--- src/rtl/jtroadf_colmix_if.sv ---
// Pixel/blanking/PROM-download bundle between the video layers and jtroadf_colmix.
// JTROADF_GFXEN_EN adds the per-layer enable bits gfx_en[1:0].
interface jtroadf_colmix_if;
    logic       pxl_cen;
    logic       LHBL;
    logic       LVBL;
    logic [3:0] scr_pxl;
    logic [3:0] obj_pxl;
    logic [4:0] prog_addr;
    logic [7:0] prog_data;
    logic       prog_en;
    logic [3:0] red;
    logic [3:0] green;
    logic [3:0] blue;
    logic       LHBL_dly;
    logic       LVBL_dly;
`ifdef JTROADF_GFXEN_EN
    logic [1:0] gfx_en;

    modport master (
        output pxl_cen, LHBL, LVBL, scr_pxl, obj_pxl, prog_addr, prog_data, prog_en, gfx_en,
        input  red, green, blue, LHBL_dly, LVBL_dly
    );
    modport slave (
        input  pxl_cen, LHBL, LVBL, scr_pxl, obj_pxl, prog_addr, prog_data, prog_en, gfx_en,
        output red, green, blue, LHBL_dly, LVBL_dly
    );
`else
    modport master (
        output pxl_cen, LHBL, LVBL, scr_pxl, obj_pxl, prog_addr, prog_data, prog_en,
        input  red, green, blue, LHBL_dly, LVBL_dly
    );
    modport slave (
        input  pxl_cen, LHBL, LVBL, scr_pxl, obj_pxl, prog_addr, prog_data, prog_en,
        output red, green, blue, LHBL_dly, LVBL_dly
    );
`endif
endinterface

--- src/rtl/jtroadf_colmix.sv ---
// Colour mixer: sprite-over-tile priority, 32x8 palette PROM, RGB expansion, blanking delay.
// Optional macro JTROADF_GFXEN_EN adds gfx_en[1:0] layer enables (same latency either way).
module jtroadf_colmix #(
    parameter int BLNK_DLY = 3
) (
    input  logic             clk,
    input  logic             rst,
    jtroadf_colmix_if.slave  bus
);

    // Palette words sitting between the PROM read and the final stage; extra
    // entries pad the pixel path so its latency matches BLNK_DLY.
    localparam int NDAT = (BLNK_DLY > 3) ? BLNK_DLY - 2 : 1;

    function automatic logic [11:0] expand(input logic [7:0] d);
        return {d[2:0], d[2], d[5:3], d[5], d[7:6], d[7:6]};
    endfunction

    logic [7:0]                prom_mem [32];
    logic [3:0]                scr;
    logic [3:0]                obj;
    logic [4:0]                pal_idx;
    logic [4:0]                rd_idx;
    logic [4:0]                idx_p1_q, idx_p1_d;
    logic [NDAT-1:0][7:0]      dat_p2_q, dat_p2_d;
    logic [11:0]               rgb_p3_q, rgb_p3_d;
    logic [BLNK_DLY-1:0]       hbl_q, hbl_d;
    logic [BLNK_DLY-1:0]       vbl_q, vbl_d;

    // PROM download is free-running on clk; contents survive reset.
    always_ff @(posedge clk) begin
        if (bus.prog_en) prom_mem[bus.prog_addr] <= bus.prog_data;
    end

    // Stage 1 input: layer gating and priority
    always_comb begin
        scr = bus.scr_pxl;
        obj = bus.obj_pxl;
`ifdef JTROADF_GFXEN_EN
        if (!bus.gfx_en[0]) scr = 4'd0;
        if (!bus.gfx_en[1]) obj = 4'd0;
`endif
        pal_idx = (obj != 4'd0) ? {1'b0, obj} : {1'b1, scr};
        // With the shortest delay the priority result addresses the PROM directly.
        rd_idx  = (BLNK_DLY >= 3) ? idx_p1_q : pal_idx;
    end

    always_comb begin
        idx_p1_d = idx_p1_q;
        dat_p2_d = dat_p2_q;
        rgb_p3_d = rgb_p3_q;
        hbl_d    = hbl_q;
        vbl_d    = vbl_q;
        if (bus.pxl_cen) begin
            // Stage 1 -> 2: registered PROM read (old data on a same-address write)
            idx_p1_d    = pal_idx;
            dat_p2_d[0] = prom_mem[rd_idx];
            for (int i = NDAT - 1; i > 0; i--) dat_p2_d[i] = dat_p2_q[i-1];
            // Stage 3: expansion, masked by the blanking bit entering the last tap
            rgb_p3_d = (hbl_q[BLNK_DLY-2] & vbl_q[BLNK_DLY-2]) ? expand(dat_p2_q[NDAT-1]) : 12'd0;
            hbl_d    = {hbl_q[BLNK_DLY-2:0], bus.LHBL};
            vbl_d    = {vbl_q[BLNK_DLY-2:0], bus.LVBL};
        end
    end

    always_ff @(posedge clk or posedge rst) begin
        if (rst) begin
            idx_p1_q <= '0;
            dat_p2_q <= '0;
            rgb_p3_q <= '0;
            hbl_q    <= '0;
            vbl_q    <= '0;
        end else begin
            idx_p1_q <= idx_p1_d;
            dat_p2_q <= dat_p2_d;
            rgb_p3_q <= rgb_p3_d;
            hbl_q    <= hbl_d;
            vbl_q    <= vbl_d;
        end
    end

    assign bus.red      = rgb_p3_q[11:8];
    assign bus.green    = rgb_p3_q[7:4];
    assign bus.blue     = rgb_p3_q[3:0];
    assign bus.LHBL_dly = hbl_q[BLNK_DLY-1];
    assign bus.LVBL_dly = vbl_q[BLNK_DLY-1];

endmodule

--- src/flat_wrapper.sv ---
// flat-port wrapper written by rule: the top's interface ports become plain ports
module jtroadf_colmix_flat 
#(
    parameter int BLNK_DLY = 3
)
  (clk, rst, bus_pxl_cen, bus_LHBL, bus_LVBL, bus_scr_pxl, bus_obj_pxl, bus_prog_addr, bus_prog_data, bus_prog_en, bus_red, bus_green, bus_blue, bus_LHBL_dly, bus_LVBL_dly);
  jtroadf_colmix_if bus_i ();
  input  logic clk;
  input  logic rst;
  input wire logic [$bits(bus_i.pxl_cen)-1:0] bus_pxl_cen;
  input wire logic [$bits(bus_i.LHBL)-1:0] bus_LHBL;
  input wire logic [$bits(bus_i.LVBL)-1:0] bus_LVBL;
  input wire logic [$bits(bus_i.scr_pxl)-1:0] bus_scr_pxl;
  input wire logic [$bits(bus_i.obj_pxl)-1:0] bus_obj_pxl;
  input wire logic [$bits(bus_i.prog_addr)-1:0] bus_prog_addr;
  input wire logic [$bits(bus_i.prog_data)-1:0] bus_prog_data;
  input wire logic [$bits(bus_i.prog_en)-1:0] bus_prog_en;
  output wire logic [$bits(bus_i.red)-1:0] bus_red;
  output wire logic [$bits(bus_i.green)-1:0] bus_green;
  output wire logic [$bits(bus_i.blue)-1:0] bus_blue;
  output wire logic [$bits(bus_i.LHBL_dly)-1:0] bus_LHBL_dly;
  output wire logic [$bits(bus_i.LVBL_dly)-1:0] bus_LVBL_dly;
  assign bus_i.pxl_cen = bus_pxl_cen;
  assign bus_i.LHBL = bus_LHBL;
  assign bus_i.LVBL = bus_LVBL;
  assign bus_i.scr_pxl = bus_scr_pxl;
  assign bus_i.obj_pxl = bus_obj_pxl;
  assign bus_i.prog_addr = bus_prog_addr;
  assign bus_i.prog_data = bus_prog_data;
  assign bus_i.prog_en = bus_prog_en;
  assign bus_red = bus_i.red;
  assign bus_green = bus_i.green;
  assign bus_blue = bus_i.blue;
  assign bus_LHBL_dly = bus_i.LHBL_dly;
  assign bus_LVBL_dly = bus_i.LVBL_dly;
  jtroadf_colmix #(.BLNK_DLY(BLNK_DLY)) u_core (.clk(clk), .rst(rst), .bus(bus_i));
endmodule
--- config.mk ---
export PLATFORM = sky130hd
export DESIGN_NAME = jtroadf_colmix_flat
export DESIGN_NICKNAME = d
export VERILOG_FILES = /design/src/rtl/jtroadf_colmix_if.sv /design/src/rtl/jtroadf_colmix.sv /design/src/flat_wrapper.sv
export SDC_FILE = /design/constraint.sdc
export NUM_CORES = 1
export LEC_CHECK = 0
export BUFFER_PORTS_ARGS = -buffer_cell sky130_fd_sc_hd__buf_2
export CAP_MARGIN = 20
export CORE_ASPECT_RATIO = 0.7
export CORE_UTILIZATION = 32
export DETAILED_ROUTE_END_ITERATION = 8
export REMOVE_ABC_BUFFERS = 1
export SLEW_MARGIN = 20
export SYNTH_ARGS = -nofsm -noshare
export SYNTH_HDL_FRONTEND = slang
export SYNTH_SLANG_ARGS = --single-unit
--- constraint.sdc ---
create_clock -name clk -period 2.65 [get_ports clk]
set_clock_uncertainty 0.15 [all_clocks]
set_input_delay 0.53 -clock clk [delete_from_list [all_inputs] [get_ports clk]]
set_output_delay 0.53 -clock clk [all_outputs]
set_load 0.02 [all_outputs]
==> flow_summary.toml <==
[finish]
final_nets = 756
multi_input_area_mm2 = 0.002658
antennaDiodeCount = 0
drive_gt1_share_pct = 21.50
syn_to_final_growth_pct = 16.09
stdcell_count = 1221
fillers = 3253
fin_area_mm2 = 0.01311
seq_area_mm2 = 0.008367

[clock_tree]
clk_latency_ns = 0.54
clock_sinks = 283
cts_tree = "built"
clock_path_buffers = 3
ctsHtreeMaxLevel = 1
cts_root_buf = "clkbuf_16"
cts_buffers = 26
path_clk_slew_ns = 0.07

[min_path]
hold_class = "in -> reg"
min_path_cells = 2

[synth]
yosys-top-cells-area = "edfxtp_1 68%, mux2i_1 11%, dfrtp_1 6.0%, a22oi_1 2.1%, a22o_1 1.3%"
netlist.area_leader.share_pct = 68.05
synthAdderAreaFrac_pct = 0
synth_compound_area_share_pct = 8.330
synth-simple-area-share_pct = 3.135
synth_seq_cells = 283
synth_edf_count = 256
yosysSeqAreaShare_pct = 74.04
synth-xor-area-share_pct = 0
yosysTopAreaCell = "edfxtp_1"
synthTopCellsByCount = "256 x edfxtp_1, 128 x mux2i_1, 34 x nor2_1, 32 x a22oi_1, 27 x dfrtp_1"
async_flop_share_pct = 9.541
yosysMostFrequentCell = "edfxtp_1"
synth_cells = 644
synthMuxAreaShare_pct = 11.94
synth_top_family_by_area = "multiplexers"
ys.flop_type = "edfxtp_1"
ys_types = 34
syn_area_per_cell_um2 = 17.54
synth_area_mm2 = 0.01130
yosys_warnings = 0

[timing]
tightest_slew_ns = 0.7554
hold_violations = 0
rsz0062_at_grt = "false"
fmax_ghz = 0.4013
slew_violations = 0
layout_min_cycle_time_ns = 2.492
min_period_over_period_pct = 94.02
slew_headroom_pct = 49.64
whs_ns = 0.06743
finalSetupViolations = 0
finalWorstSetupSlack_ns = 0.1583

[floorplanning]
die_width_um = 226.6
dieArea_mm2 = 0.03607
fp.dieH_um = 159.2
start_util_pct = 32.52
rows = 57
coreArea_mm2 = 0.03473
io_pins = 41

[setup_path]
r2r_cells = 6
crit_type = "reg -> reg"
r2r_start = "u_core.idx_p1_q[0]$_DFFE_PP0P_"
endpoint = "u_core.dat_p2_q[4]$_DFFE_PP0P_"
r2r_setup_slack_ns = 0.16
reg2reg_to = "u_core.dat_p2_q[4]$_DFFE_PP0P_"
start_kind = "flop"
endpoint_kind = "flop"
cp_max_fo = 35
crit_required_ns = 2.94
startpoint = "u_core.idx_p1_q[0]$_DFFE_PP0P_"
cp.arrival_ns = 2.78

[grt]
grt_antenna_before_repair = 0
grt_pass1_wl_um = 38520
grt_pass1_vias = 5735
grt_usage_pct = 14.59
grt_overflow = 0
grt_max_degree = 36

[placed_design]
place_area_mm2 = 0.01231
dp.cells = 1172
port_buffers = 40
dpl_worst_slack_ns = 0.05664
gp_congestion = 0.7748
dp_hpwl_um = 16280

[detailed_routing]
wl_met1_um = 13030
ant_nets = 0
totalWireLength_um = 25950
wl_met2_um = 10830
wire_per_inst_um = 21.25
drc_errors = 0
top_layer = "met4"
dr.pass1.iters = 4
vias_per_cell = 4.898
vias = 5980
initialDrtViolationCount = 664
wl_met3_um = 1645

[flow_run]
drv_cap = 0

[power_and_ir_drop]
power_density_mw_per_mm2 = 723.1
irDropWorstVdd_mv = 0.3791
p_total_w = 0.009482
leakagePower_nw = 4.605

[outcome]
outcome = "complete, no violations"
==> worst min-delay path by stage <==
stage | end | slack (ns) | from
floorplan | u_core.dat_p2_q[0]$_DFFE_PP0P_ | 0.30 | u_core.dat_p2_q[0]$_DFFE_PP0P_
global placement | u_core.dat_p2_q[7]$_DFFE_PP0P_ | 0.32 | u_core.dat_p2_q[7]$_DFFE_PP0P_
detailed placement | u_core.dat_p2_q[2]$_DFFE_PP0P_ | 0.32 | u_core.dat_p2_q[2]$_DFFE_PP0P_
CTS | u_core.hbl_q[0]$_DFFE_PP0P_ | 0.05 | bus_LHBL
global route | u_core.vbl_q[0]$_DFFE_PP0P_ | 0.07 | bus_LVBL
finish | u_core.hbl_q[0]$_DFFE_PP0P_ | 0.07 | bus_LHBL
==> layer usage <==
layer / track usage [%] / vias to the layer above
met5: 0 / -
met2: 20.16 / 172
met4: 2.795 / 0
met3: 2.989 / 34
li1: - / 2730
met1: 23.37 / 3044
==> cells in the final DEF (no fill, tap or decap), types with 2 or more instances in the layout <==
master / n
o41ai_2: 8
nand3b_1: 5
buf_2: 40
a22o_1: 17
a221oi_1: 8
buf_12: 6
clkbuf_16: 27
a22oi_1: 32
or2_2: 2
o22ai_1: 8
a221oi_2: 8
clkinv_1: 3
a221o_1: 3
nand2b_1: 3
dfrtp_1: 26
nor2b_2: 2
mux2i_1: 128
mux2_2: 6
or3b_2: 3
nand2_1: 19
nor2b_1: 3
clkbuf_1: 12
nor2_1: 33
a21oi_1: 16
nand3_1: 2
o2bb2ai_1: 8
edfxtp_1: 256
buf_4: 50
clkinv_2: 2
clkbuf_8: 2
==> metrics by stage <==
stage          utilization [%]  setup TNS [ns]
4_1_cts                  37.74               0
3_5_place_dp             35.45               0
5_1_grt                  37.76               0
3_3_place_gp             35.45               0
2_1_floorplan                -          -24.79
6_report                 37.76               0
==> final cells by class <==
class	count	area share, %
clock inverter	7	0.2862
sequential	283	63.80
timing repair buffer	97	5.381
inverter	2	0.05725
multi-input combinational	319	20.27
clock buffer	41	5.706
tap	472	4.503
==> critical path, stage by stage, from the launching register on <==
cell	delay [ns]
dfrtp_4	0.68
buf_12	0.32
buf_4	0.21
mux2i_1	0.11
a221oi_2	0.40
o22ai_1	0.15
o41ai_2	0.34
==> cells by family (layout without fill, tap and decap cells) <==
logic type | Yosys count | in the layout
flops | 283 | 283
mux | 134 | 134
buf+inv | 42 | 147
simple gates | 76 | 76
compound gates | 109 | 109
==> repair_timing <==
item | in CTS | in global routing
setup buffers | 0 | 0
resized for setup | 0 | 1
endpoints found under the setup margin | 0 | 1
hold endpoints to repair | 27 | 0
hold buffers | 1 | 0
==> power by group <==
| group | internal, W | switching (W) |
|---|---|---|
| clock network | 0.00194 | 0.00159 |
| registers | 0.00497 | 0.0000725 |
| logic | 0.000360 | 0.000544 |
==> registers in the layout, summed over array words and instances (netlist names) <==
register	flops
u_core.rgb_p3_q	8
u_core.hbl_q	3
u_core.idx_p1_q	5
u_core.prom_mem	256
u_core.vbl_q	3
u_core.dat_p2_q	8
(Power assumes the default switching activity.)
